==> config.mk <==
export PLATFORM = sky130hd
export DESIGN_NAME = seg_scan_decoder
export DESIGN_NICKNAME = d
export VERILOG_FILES = /design/src/rtl/seg_scan_decoder.sv
export SDC_FILE = /design/constraint.sdc
export NUM_CORES = 1
export LEC_CHECK = 0
export ABC_CLOCK_PERIOD_IN_PS = 1920
export CAP_MARGIN = 20
export CORE_MARGIN = 3
export CORE_UTILIZATION = 51
export DETAILED_ROUTE_END_ITERATION = 7
export HOLD_SLACK_MARGIN = 0.06
export PLACE_DENSITY_LB_ADDON = 0.1
export SYNTH_ARGS = -nofsm -noshare
export SYNTH_HDL_FRONTEND = slang
export SYNTH_SLANG_ARGS = --single-unit
==> constraint.sdc <==
create_clock -name clk -period 1.92 [get_ports clk]
set_input_delay 0.288 -clock clk [delete_from_list [all_inputs] [get_ports clk]]
set_output_delay 0.288 -clock clk [all_outputs]
set_load 0.02 [all_outputs]
==> src/rtl/seg_scan_decoder.sv <==
// seg_scan_decoder
//   Receive-side monitor for a multiplexed four-digit seven-segment bus. Watches the
//   active-low anodes and segments, waits for each digit to settle, decodes the glyph
//   to a hex code and reports a frame once all four digits have been captured.
//
// Parameters
//   SETTLE_CYCLES   consecutive identical cycles required before a digit is sampled (>=1)
//   TIMEOUT_CYCLES  cycles without a valid capture before the frame is declared stale (>=2)
//
// Ports
//   clk, reset          rising-edge clock, asynchronous active-high reset
//   an3..an0            anode enables, active-low
//   a..g, dp            segments and decimal point, active-low
//   char3..char0        hex code of the last glyph captured on each digit
//   blank               per digit: captured with all segments dark
//   dp_mask             per digit: decimal point lit at capture
//   frame_strobe        one-cycle pulse when all four digits have been captured
//   frame_valid         set by a strobe, cleared when the frame goes stale
//   stale               no valid capture for TIMEOUT_CYCLES
//   decode_err          sticky: settled pattern not in the glyph table
//   scan_err            sticky: more than one anode low
//   order_err           sticky: capture out of an3->an2->an1->an0 ring order
//
// Build option
//   SEG_SCAN_ORDER_CHECK_EN  when defined, enforces the ring scan order; otherwise
//                            order_err is tied low and no ring state exists.
module seg_scan_decoder #(
  parameter int unsigned SETTLE_CYCLES  = 4,
  parameter int unsigned TIMEOUT_CYCLES = 65536
) (
  input  logic       clk,
  input  logic       reset,
  input  logic       an3,
  input  logic       an2,
  input  logic       an1,
  input  logic       an0,
  input  logic       a,
  input  logic       b,
  input  logic       c,
  input  logic       d,
  input  logic       e,
  input  logic       f,
  input  logic       g,
  input  logic       dp,
  output logic [3:0] char3,
  output logic [3:0] char2,
  output logic [3:0] char1,
  output logic [3:0] char0,
  output logic [3:0] blank,
  output logic [3:0] dp_mask,
  output logic       frame_strobe,
  output logic       frame_valid,
  output logic       stale,
  output logic       decode_err,
  output logic       scan_err,
  output logic       order_err
);

  localparam int unsigned CntW = $clog2(SETTLE_CYCLES + 1);
  localparam int unsigned TmoW = $clog2(TIMEOUT_CYCLES + 1);
  localparam logic [CntW-1:0] SettleMax = CntW'(SETTLE_CYCLES);
  localparam logic [TmoW-1:0] TmoMax    = TmoW'(TIMEOUT_CYCLES);

  typedef enum logic [1:0] {StIdle, StSettle, StCaptured} state_e;

  logic [3:0]      an_low;
  logic [7:0]      seg_cur;   // {a..g, dp}
  logic [3:0]      prev_an_q;
  logic [7:0]      prev_seg_q;
  state_e          state_q, state_d;
  logic [CntW-1:0] cnt_q, cnt_d;
  logic            one_hot, multi_low;
  logic [1:0]      dig;
  logic            restart, capture, scan_hit;
  logic            glyph_ok, glyph_blank;
  logic [3:0]      glyph_code;
  logic            valid_cap, bad_cap;

  logic [3:0][3:0] chars_q, chars_d;
  logic [3:0]      blank_q, blank_d;
  logic [3:0]      dpm_q, dpm_d;
  logic [3:0]      flags_q, flags_d;
  logic            strobe_q, strobe_d;
  logic            fvalid_q, fvalid_d;
  logic            stale_q, stale_d;
  logic            derr_q, derr_d;
  logic            serr_q, serr_d;
  logic [TmoW-1:0] tmo_q, tmo_d;
`ifdef SEG_SCAN_ORDER_CHECK_EN
  logic [1:0]      last_q, last_d;
  logic            free_q, free_d;   // next capture may start the ring anywhere
  logic            oerr_q, oerr_d;
`endif

  assign an_low    = ~{an3, an2, an1, an0};
  assign seg_cur   = {a, b, c, d, e, f, g, dp};
  assign one_hot   = (an_low != 4'b0000) && ((an_low & (an_low - 4'd1)) == 4'b0000);
  assign multi_low = (an_low != 4'b0000) && !one_hot;

  always_comb begin
    dig = 2'd0;
    unique case (an_low)
      4'b0010: dig = 2'd1;
      4'b0100: dig = 2'd2;
      4'b1000: dig = 2'd3;
      default: dig = 2'd0;
    endcase
  end

  always_comb begin
    glyph_ok    = 1'b1;
    glyph_code  = 4'h0;
    glyph_blank = (seg_cur[7:1] == 7'b1111111);
    unique case (seg_cur[7:1])
      7'b0000001: glyph_code = 4'h0;
      7'b1001111: glyph_code = 4'h1;
      7'b0010010: glyph_code = 4'h2;
      7'b0000110: glyph_code = 4'h3;
      7'b1001100: glyph_code = 4'h4;
      7'b0100100: glyph_code = 4'h5;
      7'b0100000: glyph_code = 4'h6;
      7'b0001111: glyph_code = 4'h7;
      7'b0000000: glyph_code = 4'h8;
      7'b0000100: glyph_code = 4'h9;
      7'b0001000: glyph_code = 4'hA;
      7'b1100000: glyph_code = 4'hB;
      7'b0110001: glyph_code = 4'hC;
      7'b1000010: glyph_code = 4'hD;
      7'b0110000: glyph_code = 4'hE;
      7'b0111000: glyph_code = 4'hF;
      default:    glyph_ok   = 1'b0;
    endcase
  end

  // Scan FSM: settle counting and capture decision.
  always_comb begin
    state_d  = state_q;
    cnt_d    = cnt_q;
    restart  = 1'b0;
    capture  = 1'b0;
    scan_hit = 1'b0;
    case (state_q)
      StIdle: restart = 1'b1;
      StSettle: begin
        if ({an_low, seg_cur} == {prev_an_q, prev_seg_q}) begin
          cnt_d = cnt_q + CntW'(1);
          if (cnt_d == SettleMax) begin
            capture = 1'b1;
            state_d = StCaptured;
          end
        end else begin
          restart = 1'b1;
        end
      end
      // First settled value wins; only an anode change re-arms sampling.
      StCaptured: if (an_low != prev_an_q) restart = 1'b1;
      default: state_d = StIdle;
    endcase

    if (restart) begin
      if (one_hot) begin
        cnt_d = CntW'(1);
        if (SETTLE_CYCLES == 1) begin
          capture = 1'b1;
          state_d = StCaptured;
        end else begin
          state_d = StSettle;
        end
      end else begin
        cnt_d    = '0;
        state_d  = StIdle;
        scan_hit = multi_low;
      end
    end
  end

  assign valid_cap = capture && (glyph_ok || glyph_blank);
  assign bad_cap   = capture && !(glyph_ok || glyph_blank);

  // Frame assembly, timeout and error flags.
  always_comb begin
    chars_d  = chars_q;
    blank_d  = blank_q;
    dpm_d    = dpm_q;
    flags_d  = flags_q;
    strobe_d = 1'b0;
    fvalid_d = fvalid_q;
    stale_d  = stale_q;
    derr_d   = derr_q;
    serr_d   = serr_q;
    tmo_d    = tmo_q;
`ifdef SEG_SCAN_ORDER_CHECK_EN
    last_d   = last_q;
    free_d   = free_q;
    oerr_d   = oerr_q;
`endif

    if (flags_q == 4'b1111) begin
      flags_d  = 4'b0000;
      strobe_d = 1'b1;
      fvalid_d = 1'b1;
      stale_d  = 1'b0;
    end

    if (scan_hit) begin
      serr_d  = 1'b1;
      flags_d = 4'b0000;
`ifdef SEG_SCAN_ORDER_CHECK_EN
      free_d  = 1'b1;
`endif
    end

    if (bad_cap) begin
      derr_d  = 1'b1;
      flags_d = 4'b0000;
`ifdef SEG_SCAN_ORDER_CHECK_EN
      free_d  = 1'b1;
`endif
    end

    if (valid_cap) begin
`ifdef SEG_SCAN_ORDER_CHECK_EN
      // Ring runs 3->2->1->0->3, so the expected digit is last minus one (mod 4).
      if (!free_q && (dig != last_q - 2'd1)) begin
        oerr_d  = 1'b1;
        flags_d = 4'b0000;
      end
      last_d = dig;
      free_d = 1'b0;
`endif
      flags_d[dig] = 1'b1;
      blank_d[dig] = glyph_blank;
      dpm_d[dig]   = ~dp;
      if (!glyph_blank) chars_d[dig] = glyph_code;
      tmo_d = '0;
    end else if (tmo_q != TmoMax) begin
      tmo_d = tmo_q + TmoW'(1);
    end

    if (tmo_d == TmoMax) begin
      stale_d  = 1'b1;
      fvalid_d = 1'b0;
      flags_d  = 4'b0000;
`ifdef SEG_SCAN_ORDER_CHECK_EN
      free_d   = 1'b1;
`endif
    end
  end

  always_ff @(posedge clk or posedge reset) begin
    if (reset) begin
      state_q    <= StIdle;
      cnt_q      <= '0;
      prev_an_q  <= 4'b0000;
      prev_seg_q <= 8'h00;
      chars_q    <= '0;
      blank_q    <= 4'b0000;
      dpm_q      <= 4'b0000;
      flags_q    <= 4'b0000;
      strobe_q   <= 1'b0;
      fvalid_q   <= 1'b0;
      stale_q    <= 1'b0;
      derr_q     <= 1'b0;
      serr_q     <= 1'b0;
      tmo_q      <= '0;
`ifdef SEG_SCAN_ORDER_CHECK_EN
      last_q     <= 2'd0;
      free_q     <= 1'b1;
      oerr_q     <= 1'b0;
`endif
    end else begin
      state_q    <= state_d;
      cnt_q      <= cnt_d;
      prev_an_q  <= an_low;
      prev_seg_q <= seg_cur;
      chars_q    <= chars_d;
      blank_q    <= blank_d;
      dpm_q      <= dpm_d;
      flags_q    <= flags_d;
      strobe_q   <= strobe_d;
      fvalid_q   <= fvalid_d;
      stale_q    <= stale_d;
      derr_q     <= derr_d;
      serr_q     <= serr_d;
      tmo_q      <= tmo_d;
`ifdef SEG_SCAN_ORDER_CHECK_EN
      last_q     <= last_d;
      free_q     <= free_d;
      oerr_q     <= oerr_d;
`endif
    end
  end

  assign char3        = chars_q[3];
  assign char2        = chars_q[2];
  assign char1        = chars_q[1];
  assign char0        = chars_q[0];
  assign blank        = blank_q;
  assign dp_mask      = dpm_q;
  assign frame_strobe = strobe_q;
  assign frame_valid  = fvalid_q;
  assign stale        = stale_q;
  assign decode_err   = derr_q;
  assign scan_err     = serr_q;
`ifdef SEG_SCAN_ORDER_CHECK_EN
  assign order_err    = oerr_q;
`else
  assign order_err    = 1'b0;
`endif

endmodule

### Word level (Yosys, flattened, before mapping)

Index checks and enable logic that the tools add are counted.

| word-level totals | value |
|---|---|
| register bits | 67 |
| input bits | 14 |
| output and inout port bits | 30 |
| logic and storage cells | 116 |

| cells by class | value |
|---|---|
| add/sub/neg operators | 3 |
| order comparisons | 2 |
| equal/unequal tests | 30 |
| multiplexer cells | 39 |
| bitwise gates (word level) | 5 |
| reduce and logical (&&, ||, !) cells | 20 |

Operators by type and width:

| cell | count |
|---|---|
| $pmux 4 s15 | 1 |
| $eq 7x6->1 const B | 5 |
| $eq 7x7->1 const B | 5 |
| $mux 17 | 2 |
| $mux 4 | 6 |
| $add 17x1->17 const B | 1 |
| $eq 17x17->1 const B | 1 |
| $ne 17x17->1 const B | 1 |
| $bwmux 16 | 1 |
| $mux 1 | 16 |
| $reduce_or 16->1 | 1 |
| $eq 7x3->1 const B | 2 |
| $eq 7x4->1 const B | 2 |
| $eq 12x12->1 | 1 |
| $mux 3 | 3 |
| $bwmux 4 | 2 |
| $demux 4 s2 | 1 |
| $eq 4x4->1 const B | 2 |
| $eq 7x1->1 const B | 1 |
| $eq 7x5->1 const B | 1 |
| $logic_not 7->1 | 1 |
| $mux 2 | 3 |
| $ne 3x3->1 const B | 2 |
| $pmux 2 s3 | 1 |
| 28 further kinds | 37 |

### Depth between registers and ports, before layout

Gate-level depths: netlist of the first run.

| depth | value |
|---|---|
| depth in word-level cells | 14 |
| depth in mapped cells | 8 |
| gate-level depth less buffers | 8 |

### Worst setup path after synthesis of the first run

Ideal clock, no wire load.

| timing | value |
|---|---|
| kind | reg2reg |
| start point | reg tmo_q[0] |
| end point | reg flags_q[0] |
| arrival | 1980 ps |
| data required time | 1783 ps |
| path slack | -196 ps |
| cell stages (with the launch flop) | 9 |
| path buffers | 1 |
| path through | dfrtp_1 ha_1 and4_1 clkbuf_1 nand2_1 xor2_1 nand4_1 a2111oi_4 a21oi_1 |

| between the ends | value |
|---|---|
| cells in the longest elaborated chain, start to end | 5 |

Ends and longest elaborated chain:

| element | RTL line | source |
|---|---|---|
| from (decl) | 88 | `logic [TmoW-1:0] tmo_q, tmo_d;` |
| from (signal assigned) | 285 | `tmo_q <= tmo_d;` |
| $add 17x1->17 / $ne 17x17->1 (equally long branches) | 237, 236 |  |
| $mux 17 * | 236 | `end else if (tmo_q != TmoMax) begin` |
| $mux 17 * | 221 | `if (valid_cap) begin` |
| $eq 17x17->1 * | 240 | `if (tmo_d == TmoMax) begin` |
| $mux 4 * | 240 |  |
| net flags_d[0] | 82 | `logic [3:0] flags_q, flags_d;` |
| to (signal assigned) | 279 | `flags_q <= flags_d;` |
| to (decl) | 82 |  |

The timed path passes the listed nets; every way through them passes the cells marked *.
A chain may end at the register's enable or synchronous reset.

### Final worst setup path of the first run

| timing | value |
|---|---|
| start point | reg tmo_q[0] |
| end point | reg stale_q (netlist: stale) |

| between the ends | value |
|---|---|
| cells in the longest elaborated chain, start to end | 5 |

Ends and longest elaborated chain:

| element | RTL line | source |
|---|---|---|
| $add 17x1->17 / $ne 17x17->1 (equally long branches) | 237, 236 |  |
| $mux 17 * | 236 |  |
| $mux 17 * | 221 |  |
| $eq 17x17->1 * | 240 |  |
| $mux 1 / $reduce_bool 2->1 (equally long branches) | -- |  |
| to (signal assigned) | 282 | `stale_q <= stale_d;` |
| to (decl) | 85 | `logic stale_q, stale_d;` |

Every way passes the cells marked *; elsewhere a longest branch is shown, timed or not.

==> impl_results.md, run 1 <==
* Status: finished with violations
* Failing checks: setup timing
* Most used cell, CP: buf_4
* Reg clk slew, reported paths at 0.08 ns
* Largest family of logic cells by synthesized area: simple AND/OR/NAND/NOR gates
* Multi-input gate area at 2070 sq um
* CP top delay family: buffers and inverters
* Num Clock Sinks at 67
* YS warnings at 0
* Final net count at 539
* Post-synthesis adder-cell area fraction at 0.0131
* Critical path endpoint category: flip-flop
* Drt pass-1 iters at 4
* WL final at 9680 um
* TritonCTS buffer count at 9
* M2 GR Usage at 0.378
* Clk_skew at 0.0141 ns
* Die W at 92.7 um
* CP max stage cell: dfrtp_1
* Worst hold stages at 1
* Area after DPL at 4920 sq um
* Reg2reg end: stale$_DFFE_PP0P_
* TritonCTS clock tree: built
* Crit start category: flip-flop
* Post-synthesis simple-gate area fraction at 0.225
* Global-route wire length before repair at 16100 um
* IO buf count at 42
* Fin crit share at 1.09
* Largest net degree at the start of global routing at 68
* Count of final setup violators at 6
* CP bufs+invs at 4
* GRT busiest layer: met2
* Syn Nets at 405
* Initial Utilization at 0.543
* Fillers at 518
* Antenna-violating nets left at 0
* Initial antenna violation count at 0
* Worst min-delay path category: in -> reg
* Worst R2R Setup Slack at -0.18 ns
* Synth Area in Compound Gates at 0.129
* Minimum clock period at 2.10 ns
* CP max stage delay at 0.43 ns
* Most used flip-flop cell after synthesis: dfrtp_1
* Arrival time at the worst endpoint at 2.39 ns
* Top-level I/O count at 44
* Cell breakdown of the critical path: buf_4 > and4_4 > nand2_2 > buf_4 > nor3_4 > buf_4 > a22oi_2 > a2111oi_4 > buf_6 > a22o_1
* Required time of the worst setup path at 2.21 ns
* Min-Delay Startpoint: g
* Vias in the first global route at 3281
* Post-Layout Cell Count at 622
* Flops & latches, synth at 67
* Register area share after synthesis at 0.437
* Post-synthesis mux area share at 0.0473
* Vias per std cell at 5.43
* Avg Cell Area, Syn at 9.91 sq um
* Die ar. at 8600 sq um
* Clock Latency Late Sink at 0.35 ns
* Area delta synth->final at 40.6%
* Setup CP Type: reg -> reg
* Htree depth at 3
* Async S/R FF share, synth at 1.00
* Grt met1 use at 0.324
* R2R depth at 10
* Worst Hold Path EP: prev_seg_q[1]$_DFF_PP0_
* Final worst slack at -0.177 ns
* Routed vias at 3375
* Final-report hold violation count at 0
* WL per Instance at 15.6 um
* Layout cell share with drive strength beyond 1 at 0.321
* Row Count at 30
* Fin area at 5390 sq um
* Die Y at 92.7 um
* Hpwl dp at 6950 um
* XOR/XNOR Fraction of Synth Area at 0.0731
* Routability cong. at 0.890
* Register Area at 1680 sq um
* Reg2reg start: tmo_q[0]$_DFF_PP0_
* Core Area at 7060 sq um
* CTS root buffer: clkbuf_8
* Diode count at 0
* Fin. max-slew vios at 0
* GRT Total Usage at 0.239
* WHS at 0.169 ns
* Mapped Cells at 387
* Cells after DPL at 592
* Post-synth EDFFs at 0
* M3 GR Usage at 0.0471
* CP max FO at 6
* Mapped cell area at 3830 sq um
* RSZ-0062 raised after global routing: yes
* Overflow after GRT at 0
* Peak supply drop at 0.000444 V
* Fmax at 0.477 GHz
* CTS max path bufs at 2
* Starting DRC count in detailed routing at 168
* Number of distinct library cells after synthesis at 66
* Leak at 2.56 nW
* Max_cap viols at 0
* PD cells at 553 nW/um^2
* Drc violations at 0
## synthesized netlist by cell type (3+ instances only)
cell type	n	area share
dfrtp_1	67	0.44
nand2_1	29	0.028
nor2_1	28	0.027
inv_1	27	0.026
nand4_1	23	0.038
xor2_1	19	0.043
mux2i_1	17	0.044
o21ai_0	17	0.022
a21oi_1	15	0.020
nor3_1	13	0.017
xnor2_1	13	0.030
nand3_1	10	0.013
and4_1	6	0.014
clkbuf_1	6	0.0059
clkbuf_8	6	0.022
nor4_1	6	0.0098
buf_2	5	0.0065
a2111o_1	4	0.012
a21boi_0	4	0.0078
ha_1	4	0.013
nor2b_1	4	0.0065
nor3b_1	4	0.0078
o31ai_1	4	0.0078
buf_6	3	0.0088
or3_1	3	0.0049
## worst reg2reg max path: stages, from the launching register on
cell	delay (ns)
dfrtp_1	0.43
buf_4	0.15
and4_4	0.22
nand2_2	0.08
buf_4	0.14
nor3_4	0.18
buf_4	0.16
a22oi_2	0.07
a2111oi_4	0.31
buf_6	0.17
a22o_1	0.13
## flip-flops by register name, summed over array words and instances, names as in the netlist, 2 cells and up
register	cells
blank	4
state_q	2
prev_an_q	4
cnt_q	3
char3	4
flags_q	4
tmo_q	17
char2	4
char0	4
prev_seg_q	8
char1	4
dp_mask	4
## placed cells by master, fill, tap and decap left out, drive strengths merged, types with 2 or more instances in the layout
cell           Yosys  routed
a22oi              2       2
xor2              19      19
a21boi             4       4
clkbuf            14      15
nor2b              4       4
nand3b             2       2
o21ai             17      17
nor3              13      13
or4                2       2
and4               6       6
inv               27      26
a21oi             15      15
nor3b              4       4
clkinvlp           0       3
clkdlybuf4s50      0      33
o31ai              4       4
nor2              29      29
buf                9     105
a2111o             4       4
o22ai              2       2
a31oi              2       2
a221oi             2       2
nor4               9       9
clkinv             0       2
and2               2       2
dlygate4sd2        0       3
ha                 4       4
a2111oi            2       2
xnor2             13      13
nand2             30      30
and3               2       2
nand4             24      24
dfrtp             67      67
or3                4       4
nand2b             2       2
mux2i             17      17
nand3             10      10
## logic make-up after synthesis
logic type	after synthesis
other	1
XOR/XNOR	32
AND/OR/NAND/NOR	150
flip-flops	67
buffers and inverters	50
multiplexers	18
adder cells (fa/ha/maj)	4
AO/OA/AOI/OAI	65
## final cells by class
cell class,count,area share
clock buffer,11,0.0262
tap,96,0.0223
multi-input combinational,270,0.384
sequential,67,0.311
clock inverter,5,0.0116
inverter,27,0.0195
timing repair buffer,146,0.226
## where the power goes
part / total [mW] / internal, mW / switching (mW)
Clock: 1.23 / 0.640 / 0.590
Sequential: 1.44 / 1.43 / 0.00970
Combinational: 0.313 / 0.142 / 0.171
## per-stage QoR
step,setup slack (ns),power [mW],utilization,setup TNS (ns)
floorplan,-0.0818,1.63,-,-0.615
global placement,-0.649,1.75,0.697,-29.55
detailed placement,-0.748,1.75,0.697,-33.56
CTS,-0.220,2.98,0.753,-1.30
global route,-0.306,3.09,0.764,-3.35
finish,-0.177,2.98,0.764,-1.01
## worst max-delay path by stage
| stage | start | to | slack (ns) | depth (start not counted) |
|---|---|---|---|---|
| 6_report | tmo_q[0]$_DFF_PP0_ | stale$_DFFE_PP0P_ | -0.18 | 10 |
| 5_1_grt | tmo_q[0]$_DFF_PP0_ | flags_q[3]$_DFF_PP0_ | -0.31 | 9 |
| 4_1_cts | tmo_q[0]$_DFF_PP0_ | stale$_DFFE_PP0P_ | -0.22 | 9 |
| 3_5_place_dp | a | flags_q[1]$_DFF_PP0_ | -0.75 | 8 |
| 3_3_place_gp | a | flags_q[2]$_DFF_PP0_ | -0.65 | 8 |
| 2_1_floorplan | c | flags_q[0]$_DFF_PP0_ | -0.08 | 7 |
## per-layer routing
| metal | share of wire | vias up |
|---|---|---|
| met3 | 0.055 | 18 |
| met4 | 0.019 | 0 |
| met1 | 0.45 | 1618 |
| met2 | 0.47 | 93 |
| met5 | 0 | - |
| li1 | - | 1646 |
## timing repair
item / in CTS / in global routing
hold buffers: 0 / 0
resized for setup: 35 / 32
gates cloned: 1 / 0
buffers inserted: 9 / 6
pin swaps: 12 / 23
endpoints found under the setup margin: 50 / 49
(Power assumes the default switching activity.)
==> run 2, diff against run 1 <==
ABC_CLOCK_PERIOD_IN_PS = 2400   (was 1920)
CORE_UTILIZATION = 56   (was 51)
clock period = 2.4 ns   (was 1.92 ns; I/O delays follow)
==> impl_results.md, run 2 (synthesis gave the netlist of run 1 again) <==
* CTS root buffer: clkbuf_8
* Cell breakdown of the critical path: and4_1 > nand2_2 > or3_1 > a22oi_1 > a2111oi_4 > buf_4 > a22o_1
* Starting DRC count in detailed routing at 138
* Fillers at 489
* TritonCTS clock tree: built
* Minimum clock period at 2.29 ns
* CP max stage delay at 0.49 ns
* Worst slew pin tran at 0.545 ns
* Layout cell share with drive strength beyond 1 at 0.207
* Htree depth at 3
* Fmax at 0.437 GHz
* Peak supply drop at 0.000363 V
* Vias per std cell at 5.70
* Initial Utilization at 0.590
* Critical path endpoint category: flip-flop
* Status: finished, final reports clean
* Final-report hold violation count at 0
* R2R depth at 7
* Setup TNS at 0 ns
* Final core occ at 0.748
* Arrival time at the worst endpoint at 2.52 ns
* Worst min-delay path category: in -> async
* Crit start category: flip-flop
* CP max FO at 8
* Row Count at 29
* Diode count at 0
* Num Clock Sinks at 67
* WL per Instance at 15.6 um
* Global-route wire length before repair at 14500 um
* CTS Hold Bufs at 0
* Clk_skew at 0.0101 ns
* Clock Latency Late Sink at 0.34 ns
* Slew margin rel. at 0.636
* Area delta synth->final at 26.7%
* Reg clk slew, reported paths at 0.07 ns
* Final net count at 496
* Hpwl dp at 6520 um
* Top-level I/O count at 44
* Die Y at 88.8 um
* Pwr Total at 2.26 mW
* Drt pass-1 iters at 4
* Max FFs per register at 17
* Die ar. at 7880 sq um
* Drc violations at 0
* Antenna-violating nets left at 0
* Most frequent cells in the layout: dfrtp_1, buf_4, clkdlybuf4s50_1
* Setup CP Type: reg -> reg
* Required time of the worst setup path at 2.63 ns
* Reg2reg end: stale$_DFFE_PP0P_
* CP max stage cell: dfrtp_1
* Routability cong. at 0.863
* Fin crit share at 0.953
* Die W at 88.8 um
* CP top delay family: simple AND/OR/NAND/NOR gates
* TritonCTS buffer count at 9
* Core Area at 6490 sq um
* PD cells at 465 nW/um^2
* CP bufs+invs at 1
* Biggest register: tmo_q
* Count of final setup violators at 0
* GRT Total Usage at 0.240
* Most common cell after layout, fill and taps aside: dfrtp_1
* Initial antenna violation count at 0
* CTS max path bufs at 2
* WL final at 8730 um
* Vias in the first global route at 3008
* Leak at 2.26 nW
* IO buf count at 42
* Worst R2R Setup Slack at 0.11 ns
* Fin. max-slew vios at 0
* Max_cap viols at 0
* Largest net degree at the start of global routing at 45
* Overflow after GRT at 0
* Top Registers: tmo_q x17, prev_seg_q x8
* Reg2reg start: tmo_q[3]$_DFF_PP0_
* Routed vias at 3184
==> run 2: final cells by class <==
cell class | count | area (sq um) | share of cell area
multi-input combinational | 270 | 1920 | 0.395
clock buffer | 12 | 135 | 0.0278
inverter | 27 | 101 | 0.0209
sequential | 67 | 1680 | 0.345
clock inverter | 3 | 40.0 | 0.00824
timing repair buffer | 103 | 891 | 0.183
tap | 77 | 96.3 | 0.0198
==> run 2: how the worst max path moves through the flow <==
| stage | start | endpoint | slack [ns] | cells past startpoint |
|---|---|---|---|---|
| floorplan | tmo_q[0]$_DFF_PP0_ | flags_q[0]$_DFF_PP0_ | 0.28 | 8 |
| global placement | a | flags_q[3]$_DFF_PP0_ | -0.24 | 8 |
| detailed placement | e | flags_q[3]$_DFF_PP0_ | -0.28 | 8 |
| CTS | tmo_q[0]$_DFF_PP0_ | flags_q[1]$_DFF_PP0_ | 0.03 | 9 |
| global route | a | flags_q[1]$_DFF_PP0_ | -0.03 | 8 |
| finish | tmo_q[3]$_DFF_PP0_ | stale$_DFFE_PP0P_ | 0.11 | 7 |
==> run 2: metrics by stage <==
stage / hold slack, ns / cells / cell area [sq um] / worst slack, ns
2_1_floorplan: 0.391 / 387 / 3830 / 0.284
3_3_place_gp: 0.443 / 541 / 4620 / -0.235
3_5_place_dp: 0.447 / 541 / 4620 / -0.282
4_1_cts: 0.400 / 556 / 4800 / 0.0307
5_1_grt: 0.430 / 559 / 4860 / -0.0276
6_report: 0.394 / 559 / 4860 / 0.113
==> run 2: what timing repair did <==
item	4_1_cts	5_1_grt
buffers inserted	0	3
pin swaps	0	6
gates resized for setup	1	8
endpoints found under the hold margin	0	0
cloned	0	0
endpoints found under the setup margin	1	13
==> run 2: power breakdown <==
| group | internal [mW] | leakage (nW) | total, mW | switching [mW] |
|---|---|---|---|---|
| clock network | 0.472 | 0.0902 | 0.880 | 0.408 |
| logic | 0.105 | 1.35 | 0.230 | 0.125 |
| registers | 1.14 | 0.813 | 1.15 | 0.00713 |
==> run 2: worst register-to-register path, stage by stage, from the launching register on <==
cell and delay, ns:
dfrtp_1 0.49, and4_1 0.34, nand2_2 0.14, or3_1 0.44, a22oi_1 0.28, a2111oi_4 0.13
buf_4 0.18, a22o_1 0.17
==> run 2: routing by layer <==
metal,vias to the layer above,global-route usage,part of all wire
li1,1567,-,-
met4,0,0.0797,0.015
met2,67,0.388,0.49
met3,12,0.0428,0.037
met5,-,0,0
met1,1538,0.327,0.46
==> edit 1 (settings of run 2) <==
The output `frame_strobe` loses its register stage (`strobe_q` becomes a continuous assignment).
--- a/src/rtl/seg_scan_decoder.sv
+++ b/src/rtl/seg_scan_decoder.sv
@@ -259,3 +259,2 @@
       flags_q    <= 4'b0000;
-      strobe_q   <= 1'b0;
       fvalid_q   <= 1'b0;
@@ -279,3 +278,2 @@
       flags_q    <= flags_d;
-      strobe_q   <= strobe_d;
       fvalid_q   <= fvalid_d;
@@ -292,2 +290,4 @@
   end
+
+  assign strobe_q = strobe_d;
 
Behaviour: no difference found for any inputs over 10 cycles, from zero or initial values and one cycle with reset high; that may be too few to reach the edited logic, so the function may still have changed.
==> edit 1 against run 2 <==
Area after synthesis decreased by 0.65%. Largest power group unchanged. Wire length increased by 1.6%. Total power grew 3.1%. Sequential share of layout area fell by 0.38 points. Final cell count is 0.72% lower. Setup slack got worse by 23 ps. Design area fell by 0.26%. Sequential cell count is 1 lower.
==> edit 1: results (changes against run 2) <==
Critical path
  – CP max FO: 6 (was 8)
  – Critical Path Max Stage Delay: 460 ps (was 490 ps)
  – Arr. time, crit path: 2540 ps (was 2520 ps)

Detailed routing
  – Routed length per instance: 16.0 um (was 15.6 um)
  – Drt first pass iters: 5 (was 4)
  – DRT iter0 DRCs: 162 (was 138)
  – Total number of vias: 3169 (was 3184)

Clocking
  – Clock Path Buffers: 2 (unchanged)
  – Clock latency on the worst-skew pair: 360 ps (was 340 ps)
  – CTS Sinks: 66 (was 67)

Hold path
  – Worst hold path class: in2reg (was in2async)

Power
  – Sw power: 0.592 mW (was 0.541 mW)
  – Pleak: 2.26 nW (about the same)
  – VDD IR max: 0.433 mV (was 0.363 mV)

Timing
  – Final setup skew: 11.2 ps (was 10.1 ps)
  – Fin crit share: 0.962 (was 0.953)

Status
  – Status: finished clean (unchanged)

Global route
  – Largest net degree at the start of global routing: 67 (was 45)
  – First-pass GRT wire length: 14.5 mm (about the same)
  – Gr usage total: 0.238 (was 0.240)
  – Vias in the first global route: 2955 (was 3008)

Synth
  – Most frequent cells after synthesis: 66 x dfrtp_1, 29 x nand2_1, 28 x nor2_1 (was 67 x dfrtp_1, 29 x nand2_1, 28 x nor2_1)
  – Compound-Gate Fraction of Synth Area: 0.130 (was 0.129)
  – Synth area leaders: dfrtp_1 43%, mux2i_1 4.5%, xor2_1 4.4% (was dfrtp_1 44%, mux2i_1 4.4%, xor2_1 4.3%)
  – Adder-cell share of the synthesized area: 0.0131 (about the same)
  – Synth Area in XOR/XNOR: 0.0736 (was 0.0731)

Placement
  – DP Worst Slack: -314 ps (was -282 ps)
  – Inst Count DP: 535 (was 541)

Cells and area
  – Final net count: 491 (was 496)
  – Fillers: 472 (was 489)
  – Fraction of layout cells with a size suffix above 1: 0.213 (was 0.207)
  – Final Non-Filler Cells: 555 (was 559)
edit 1: cell count changes in the layout (fill, tap and decap cells not counted), moves of 2 or more:
| cell | delta |
|---|---|
| dfrtp_1 | -3 |
| dlymetal6s2s_1 | +2 |
| clkbuf_1 | -3 |
| buf_4 | -4 |
| dfrtp_2 | +2 |
| clkdlybuf4s50_1 | -2 |
edit 1: per-stage QoR:
| step | area [um^2] | utilization |
|---|---|---|
| floorplan | 3810 | - |
| global placement | 4550 | 0.705 |
| detailed placement | 4550 | 0.705 |
| CTS | 4760 | 0.737 |
| global route | 4850 | 0.750 |
| finish | 4850 | 0.750 |
edit 1: area by class of cell:
class	count	area, um^2	share of cell area
inverters	27	101	0.0209
flip-flops and latches	66	1650	0.341
well taps	77	96.3	0.0199
clock buffers	10	138	0.0284
repair buffers	99	866	0.179
clock inverters	6	65.1	0.0134
multi-input cells	270	1930	0.397
edit 1: worst register-to-register path, stage by stage (launching register included):
cell and delay, ps:
dfrtp_1 460, buf_4 170, nand4_1 170, or4_1 460
nand3_1 120, nand4_1 170, a2111oi_4 370, buf_4 210
a21oi_1 80
edit 1: repair_timing:
item / in CTS / in global routing
setup endpoints to repair: 1 / 21
hold buffers: 0 / 0
pin swaps: 0 / 9
gates resized for setup: 1 / 13
cloned: 0 / 0
setup buffers: 0 / 4
edit 1: worst paths after layout:
kind                                      start                      end  slack [ps]  depth (start not counted)
min in group asynchronous                 reset      tmo_q[15]$_DFF_PP0_         410                          3
min reg2reg                cnt_q[2]$_DFFE_PP0P_     cnt_q[2]$_DFFE_PP0P_         480                          2
max reg2reg                  tmo_q[2]$_DFF_PP0_     flags_q[3]$_DFF_PP0_          90                          8
max in group asynchronous                 reset       tmo_q[1]$_DFF_PP0_        1700                          3
min                                           b  prev_seg_q[6]$_DFF_PP0_         370                          2
max                          tmo_q[2]$_DFF_PP0_     flags_q[3]$_DFF_PP0_          90                          8
edit 1: cell families after synthesis:
logic type / after synthesis
XOR/XNOR: 32
AND/OR/NAND/NOR: 150
flip-flops: 66
multiplexers: 18
other: 1
adder cells (fa/ha/maj): 4
AO/OA/AOI/OAI: 65
buffers and inverters: 50
edit 1: power by group through the flow:
stage / Sequential, mW / Combinational (mW) / Clock (mW)
2_1_floorplan: 1.15 / 0.130 / 0
3_3_place_gp: 1.15 / 0.218 / 0
3_5_place_dp: 1.15 / 0.222 / 0
4_1_cts: 1.13 / 0.223 / 0.982
5_1_grt: 1.13 / 0.249 / 1.04
6_report: 1.13 / 0.227 / 0.970
edit 1: per-layer routing:
metal / up-vias / part of all wire / global-route usage
met5: - / 0 / 0
met4: 0 / 0.018 / 0.0907
met3: 16 / 0.050 / 0.0410
met2: 96 / 0.45 / 0.351
met1: 1506 / 0.48 / 0.353
li1: 1551 / - / -
==> edit 2 (settings of run 2) <==
Made on the original files. Add a define of `SEG_SCAN_ORDER_CHECK_EN`.
--- a/src/rtl/seg_scan_decoder.sv
+++ b/src/rtl/seg_scan_decoder.sv
@@ -26,2 +26,4 @@
 //                            order_err is tied low and no ring state exists.
+`define SEG_SCAN_ORDER_CHECK_EN
+
 module seg_scan_decoder #(
Behaviour: not the same (Yosys sat finds a counterexample within 10 cycles, from zero or initial values and one cycle with reset high).
==> edit 2 against run 2 <==
The run now ends with negative setup slack left. Core utilization increased by 7.4 points. Total power increased by 15%. Area after synthesis decreased by 2.0%. Via count increased by 5.1%. Sequential cell count increased by 4. Design area increased by 8.6%. Sequential share of layout area decreased by 0.77 points. Die area decreased by 1.9%. Wire length increased by 16%. Setup slack got worse by 310 ps. Hold slack got worse by 29 ps. Critical path type unchanged. Highest routed layer unchanged.
==> edit 2: results (changes against run 2) <==
Status
  – Status: finished, violations left (was finished clean)
  – Failing checks: negative setup slack

Synth
  – Post-Syn Nets: 391 (was 405)
  – Synth cell types: 59 (was 66)
  – Dominant synthesized flop cell: dfrtp_1 (unchanged)
  – Most frequent cells after synthesis: 70 x dfrtp_1, 34 x nor2_1, 23 x nand2_1 (was 67 x dfrtp_1, 29 x nand2_1, 28 x nor2_1)
  – Seq/Total Area, Yosys: 0.473 (was 0.437)
  – Synth area leaders: dfrtp_1 47%, mux2_2 5.4%, xnor2_1 4.4% (was dfrtp_1 44%, mux2i_1 4.4%, xor2_1 4.3%)

Hold path
  – Worst hold path class: in2async (unchanged)

Timing
  – Final setup skew: 8.66 ps (was 10.1 ps)
  – Hold WS: 365 ps (was 394 ps)
  – Final Setup Violations: 11 (was 0)
  – Post-route setup slack: -197 ps (was 113 ps)
  – Worst rel slew slack: 0.636 (about the same)

Placement
  – DP Worst Slack: -663 ps (was -282 ps)
  – Post-DP HPWL: 6.05 mm (was 6.52 mm)
  – Count of buffers from port buffering: 43 (was 42)
  – Placer Congestion: 0.911 (was 0.863)

Detailed routing
  – DRT iter0 DRCs: 232 (was 138)
  – Vias per inst: 5.95 (was 5.70)
  – Drt first pass iters: 4 (unchanged)
  – Drt total wl: 10.1 mm (was 8.73 mm)

Cells and area
  – Synth-to-Final Area Change: 40.5% (was 26.7%)
  – Fraction of layout cells with a size suffix above 1: 0.318 (was 0.207)
  – Biggest regs: tmo_q (17), prev_seg_q (8) (unchanged)
  – Final net count: 499 (was 496)
  – Fillers: 377 (was 489)

Critical path
  – Arr. time, crit path: 2860 ps (was 2520 ps)
  – Depth of the most critical reg-to-reg path: 8 (was 7)
  – Worst path slowest cell: or4b_4 (was dfrtp_1)
  – CP max FO: 2 (was 8)
  – Critical Path Max Stage Delay: 480 ps

Clocking
  – Worst-path clk slew: 80 ps
  – Num CTS Buffers: 9 (unchanged)
  – Clock Path Buffers: 2 (unchanged)

Global route
  – Antenna violations before repair: 0 (unchanged)
  – First-pass GRT wire length: 15.2 mm (was 14.5 mm)
  – Vias in the first global route: 3210 (was 3008)
  – Largest net degree at the start of global routing: 41 (was 45)
  – Gr usage total: 0.259 (was 0.240)

Power
  – VDD IR max: 0.584 mV (was 0.363 mV)
  – Pleak: 2.37 nW (was 2.26 nW)
[edit 2: changes by cell type after synthesis, sizes merged, moves of 5 or more]
cell   before  now
mux2        1   19
xor2       19   14
nor3       13    7
xnor2      13   20
nand4      24   16
mux2i      17    5
nand2      30   23
inv        27   17
nor2       29   34
[edit 2: path summary, 6_finish.rpt]
kind | startpoint | endpoint
max in group asynchronous | reset | char0[1]$_DFFE_PP0P_
setup / recovery | prev_seg_q[7]$_DFF_PP0_ | dp_mask[3]$_DFFE_PP0P_
hold reg to reg | order_err$_DFFE_PP0P_ | order_err$_DFFE_PP0P_
min in group clk | dp | prev_seg_q[0]$_DFF_PP0_
hold / removal | reset | tmo_q[10]$_DFF_PP0_
setup reg to reg | prev_seg_q[7]$_DFF_PP0_ | dp_mask[3]$_DFFE_PP0P_
[edit 2: worst register-to-register path, stage by stage, from the launching register on]
cell and delay, ps:
dfrtp_1 400, xor2_2 190, nor4_4 400, nand4_4 140
or3b_4 410, nor2b_4 130, or4b_4 480, buf_4 170
mux2i_1 170
[edit 2: cell families (layout without fill, tap and decap cells)]
| group | count (synthesis) | count (layout) | share of synthesized area |
|---|---|---|---|
| AOI/OAI and AO/OA | 61 | 61 | 0.0969 |
| xor gates and xnor gates | 34 | 34 | 0.0813 |
| adders and majority gates | 4 | 4 | 0.0133 |
| buffers and inverters | 37 | 149 | 0.0413 |
| DFF | 71 | 71 | 0.473 |
| muxes | 24 | 24 | 0.0713 |
| and+or+nand+nor | 142 | 142 | 0.223 |
[edit 2: stage by stage]
step / area, um^2 / instances / setup TNS (ps)
global placement: 4650 / 527 / -18960
finish: 5280 / 562 / -1040
global route: 5280 / 562 / -2610
floorplan: 3830 / 373 / -368
CTS: 5130 / 560 / -406
detailed placement: 4650 / 527 / -21360
[edit 2: cell type report]
cell class | count | area [um^2] | area share
Tap cell | 77 | 96.3 | 0.0183
Multi-Input combinational cell | 265 | 2100 | 0.398
Clock inverter | 4 | 70.1 | 0.0133
Sequential cell | 71 | 1780 | 0.337
Clock buffer | 11 | 141 | 0.0268
Inverter | 17 | 63.8 | 0.0121
Timing Repair Buffer | 117 | 1030 | 0.194
[edit 2: per-layer routing]
metal,share of wire,track usage,wire (um)
met3,0.057,0.0574,573
met5,0,0,0
met2,0.47,0.394,4790
met4,0.051,0.135,512
met1,0.42,0.349,4230
[edit 2: report_power, final]
part / internal [mW] / total [mW] / switching (mW)
combinational: 0.142 / 0.311 / 0.169
sequential: 1.21 / 1.22 / 0.0124
clock: 0.605 / 1.06 / 0.455
[edit 2: repair_timing]
item,4_1_cts,5_1_grt
resized for setup,34,30
pin swaps,13,11
endpoints found under the setup margin,28,33
cloned,0,1
setup buffers,18,3
